## src/rtl/multimode_counter.sv

```systemverilog
// ---------------------------------------------------------------------------
// multimode_counter
//   Programmable up/down counter with a prescaler, synchronous load, a
//   programmable terminal limit and four count modes (wrap, saturate,
//   one-shot, ping-pong).  All outputs are registered.
//
// Parameters
//   WIDTH    counter width in bits (>= 2)
//   PRESC_W  prescaler compare width in bits (>= 1)
//
// Ports
//   clk       in   single clock, rising edge
//   rst_n     in   synchronous active-low reset
//   en        in   count enable (prescaler and count freeze when low)
//   up        in   direction request, 1 = up (ping-pong samples it at load)
//   load      in   synchronous load strobe, wins over a tick
//   load_val  in   value to load (clamped to limit)
//   limit     in   terminal value, count range is 0..limit
//   mode      in   00 wrap, 01 saturate, 10 one-shot, 11 ping-pong
//   prescale  in   a tick occurs every prescale+1 enabled cycles
//   count     out  current count
//   tc        out  terminal-count pulse, one cycle wide
//   dir       out  effective direction, 1 = up
//   done      out  one-shot complete (level)
// ---------------------------------------------------------------------------
module multimode_counter #(
  parameter int WIDTH   = 8,
  parameter int PRESC_W = 4
) (
  input  logic               clk,
  input  logic               rst_n,
  input  logic               en,
  input  logic               up,
  input  logic               load,
  input  logic [WIDTH-1:0]   load_val,
  input  logic [WIDTH-1:0]   limit,
  input  logic [1:0]         mode,
  input  logic [PRESC_W-1:0] prescale,
  output logic [WIDTH-1:0]   count,
  output logic               tc,
  output logic               dir,
  output logic               done
);

  typedef enum logic [1:0] {
    MODE_WRAP     = 2'b00,
    MODE_SAT      = 2'b01,
    MODE_ONESHOT  = 2'b10,
    MODE_PINGPONG = 2'b11
  } mode_e;

  localparam logic [WIDTH-1:0]   CNT_ONE = WIDTH'(1);
  localparam logic [PRESC_W-1:0] PC_ONE  = PRESC_W'(1);

  logic [WIDTH-1:0]   count_q, count_d;
  logic [PRESC_W-1:0] pc_q, pc_d;
  logic               tc_q, tc_d;
  logic               dir_q, dir_d;
  logic               done_q, done_d;

  mode_e              mode_s;
  logic               dir_eff;
  logic [WIDTH-1:0]   term;
  logic [WIDTH-1:0]   step;
  logic               tick;

  assign mode_s = mode_e'(mode);

  // Outside ping-pong the direction simply follows 'up'; in ping-pong the
  // registered direction is the bounce state.
  assign dir_eff = (mode_s == MODE_PINGPONG) ? dir_q : up;
  assign term    = dir_eff ? limit : '0;
  assign step    = dir_eff ? (count_q + CNT_ONE) : (count_q - CNT_ONE);

  // '>=' rather than '==' so lowering prescale mid-count cannot strand pc
  // above the compare value.
  assign tick = en && !done_q && (pc_q >= prescale);

  always_comb begin
    count_d = count_q;
    pc_d    = pc_q;
    tc_d    = 1'b0;
    dir_d   = dir_eff;
    done_d  = done_q;

    if (load) begin
      count_d = (load_val > limit) ? limit : load_val;
      pc_d    = '0;
      done_d  = 1'b0;
      dir_d   = up;
    end else if (en && !done_q) begin
      if (!tick) begin
        pc_d = pc_q + PC_ONE;
      end else begin
        pc_d = '0;
        if (count_q > limit) begin
          // limit was lowered under the count: clamp silently
          count_d = limit;
        end else begin
          unique case (mode_s)
            MODE_WRAP: begin
              if (count_q == term) begin
                count_d = dir_eff ? '0 : limit;
                tc_d    = 1'b1;
              end else begin
                count_d = step;
              end
            end
            MODE_SAT, MODE_ONESHOT: begin
              if (count_q == term) begin
                // Sitting on the terminal: hold, no repeated pulse.
                if (mode_s == MODE_ONESHOT) done_d = 1'b1;
              end else begin
                count_d = step;
                if (step == term) begin
                  tc_d = 1'b1;
                  if (mode_s == MODE_ONESHOT) done_d = 1'b1;
                end
              end
            end
            MODE_PINGPONG: begin
              if (limit == '0) begin
                // Degenerate range: count stays 0, every tick bounces.
                tc_d  = 1'b1;
                dir_d = ~dir_q;
              end else if (count_q == term) begin
                count_d = dir_q ? (limit - CNT_ONE) : CNT_ONE;
                dir_d   = ~dir_q;
                tc_d    = 1'b1;
              end else begin
                count_d = step;
              end
            end
            default: ;
          endcase
        end
      end
    end
  end

  always_ff @(posedge clk) begin
    if (!rst_n) begin
      count_q <= '0;
      pc_q    <= '0;
      tc_q    <= 1'b0;
      dir_q   <= 1'b1;
      done_q  <= 1'b0;
    end else begin
      count_q <= count_d;
      pc_q    <= pc_d;
      tc_q    <= tc_d;
      dir_q   <= dir_d;
      done_q  <= done_d;
    end
  end

  assign count = count_q;
  assign tc    = tc_q;
  assign dir   = dir_q;
  assign done  = done_q;

endmodule

```

## config.mk

```make
export PLATFORM = sky130hd
export DESIGN_NAME = multimode_counter
export DESIGN_NICKNAME = d
export VERILOG_FILES = /design/src/rtl/multimode_counter.sv
export SDC_FILE = /design/constraint.sdc
export NUM_CORES = 1
export LEC_CHECK = 0
export ABC_AREA = 0
export BUFFER_PORTS_ARGS = -buffer_cell sky130_fd_sc_hd__buf_2
export CORE_UTILIZATION = 45
export CTS_CLUSTER_DIAMETER = 80
export DETAILED_ROUTE_END_ITERATION = 7
export PLACE_DENSITY = 0.63
export SYNTH_ARGS = -nofsm -noshare
export SYNTH_HDL_FRONTEND = slang
export SYNTH_SLANG_ARGS = --single-unit
```

## constraint.sdc

```tcl
create_clock -name clk -period 3.7 [get_ports clk]
set_input_delay 0.37 -clock clk [delete_from_list [all_inputs] [get_ports clk]]
set_output_delay 0.37 -clock clk [all_outputs]
set_load 0.01 [all_outputs]
```

==> impl_metrics.ini <==
[setup_path]
end_kind = register
reg2reg_slack_ps = 600
worstPathRequired_ps = 3820
arrival_ps = 3230
worstSetupPathType = input pin to register
rr_worst_depth = 11
cp_max_fo = 17
reg2reg_to = tc
r2r_start = dir
crit_path_start_kind = input pin
crit_start = mode[1]

[place]
dpl.hpwl_um = 6210
port_buffers = 37
dpl-instance-area_um2 = 2716
place.gp.congestion = 0.9468
dp_slack_ps = 355.6
dp_cells = 442

[routing]
avgRoutedWirePerCell_um = 18.19
drt_iter0_drc = 288
via_per_inst = 6.294
ant_nets = 0
finalWirelength_um = 8113
first_pass_iters = 5
drc_errors = 0
vias = 2807

[layout]
fin_cells = 446
fin_util = 0.5275
diodes = 0
final_cell_mix = nand2_1 (37), buf_2 (37), a21oi_1 (28)
final_cell_area_um2 = 2763
seqCellArea_um2 = 300.3
multi_input_area_um2 = 2001
area_delta_synth_final_pct = 10.51
n_fill_cell = 559
drive_gt1_frac = 0.1569
nNetsFinal = 430

[clock_tree]
root_buffer = clkbuf_8
htree_levels = 1
clkLatencyLatePin_ps = 250
cts_buffer_depth = 2
cts_sinks = 15
cts_tree = done
clkSlewWorstSetupHoldPaths_ps = 70
cts_resized = 0
postCtsHoldBufs = 0
post-cts-setup-buffers = 0
numCtsBuffers = 3

[timing]
setup_ws_ps = 587.4
maxSlewHeadroom = 0.4546
worstMarginPinSlew_ps = 814.4
fin_crit_sh = 0.8412
fin_crit_ps = 3113
finalSetupTns_ps = 0
slew_viol_final = 0
skew_ps = 0.8436
finalSetupViolCount = 0
max_freq_mhz = 321.3
rsz0062_at_grt = false
hold_viol = 0

[hold_path]
hp-start = rst_n
whs_path_depth = 2
min_to = dir
hold_path.class = input pin to register

[logic_synthesis]
yosys_warnings = 0
ys_types = 62
synth-seq-cells = 15
ys.flop_type = dfxtp_1
ys_async_sr_fraction = 0
syn_avg_cell_area_um2 = 7.102
yosysSeqAreaShare = 0.1201
synth_nets = 405
syn_area_um2 = 2500
synth_edf_count = 0
synth_cells = 352

[floorplanning]
start_util = 0.4773
die_width_um = 76.54
core_um2 = 5238
die_h_um = 76.54
pin_count = 38
die-area_um2 = 5858
rows = 26

[global_route]
grt_max_degree = 18
grt_pass1_vias = 2590
antenna_found_initial = 0
grt_pass1_wl_um = 13250
grt_use_total = 0.2820
grt_overflow_total = 0

[pwr]
p_leak_nw = 1.232
powerDensity_nw_per_um2 = 277.3
ir_drop_uv = 229.8

[run_status]
status = finished, final reports clean

[job]
maxCapViolCount = 0
-- state kept, by name, indices dropped and copies added (netlist names) --
signal,count
pc_q,4
tc,1
done,1
dir,1
count,8
-- how the worst max path moves through the flow --
stage	to	slack, ps	cells past startpoint
final	count[5]	590	11
after global routing	count[5]	310	11
after CTS	tc	600	11
after detailed placement	tc	360	13
after global placement	count[3]	440	10
after floorplan	tc	410	14
-- critical path, stage by stage --
cell and delay (ps):
buf_2 100, ha_1 160, buf_4 190, mux2i_4 570
nor2_1 110, xnor2_1 270, nand4_2 380, o2111ai_1 320
o211ai_1 370, o221ai_1 320, a31oi_1 70
-- per-stage QoR --
step                      power (W)  hold slack, ps
after floorplan           0.0005049           456.6
after global placement    0.0006174           482.9
after detailed placement  0.0006199           485.0
after CTS                 0.0007569           448.3
after global routing      0.0008201           453.2
final                     0.0007660           443.7
-- where the power goes --
group          switching, W  leakage (nW)  internal (W)
logic              0.000243          1.08      0.000177
registers         0.0000348         0.123      0.000172
clock network     0.0000647        0.0255     0.0000748
-- synth_stat cells, drive strengths merged (3+ instances only) --
master	number	share of area
nand3	14	0.028
o221ai	3	0.011
nand4	8	0.023
mux2	3	0.014
xor2	4	0.014
o21a	3	0.0090
and4	3	0.011
dfxtp	15	0.12
or4	3	0.0090
xnor2	19	0.070
clkbuf	14	0.022
nor2	26	0.039
nand2	37	0.056
o21ai	23	0.046
inv	24	0.036
nor3	10	0.020
ha	26	0.13
nor4	5	0.015
nand2b	6	0.015
a21oi	28	0.056
and3	3	0.0075
a31oi	5	0.013
a211oi	5	0.015
a21o	7	0.021
mux2i	8	0.037
a2111oi	4	0.014
buf	10	0.022
-- cell families after synthesis --
family / after synthesis / share of synthesized area
compound gates: 104 / 0.2778
flops: 15 / 0.1201
buf+inv: 48 / 0.07958
xor+xnor: 24 / 0.09259
mux: 11 / 0.05055
fa+ha+maj: 26 / 0.1301
simple gates: 124 / 0.2493
-- routing by layer --
layer,global-route usage,share of wire,vias to the layer above
li1,-,-,1338
met1,0.3841,0.45,1299
met2,0.4514,0.44,150
met3,0.04431,0.091,20
met4,0.08846,0.023,0
met5,0,0,-
-- final cells by class --
type,instances,area share
Sequential cell,15,0.1087
Timing Repair Buffer,44,0.08605
Clock inverter,1,0.001812
Inverter,24,0.03261
Multi-Input combinational cell,289,0.7242
Clock buffer,3,0.01495
Tap cell,70,0.03170
(Power assumes the default switching activity.)
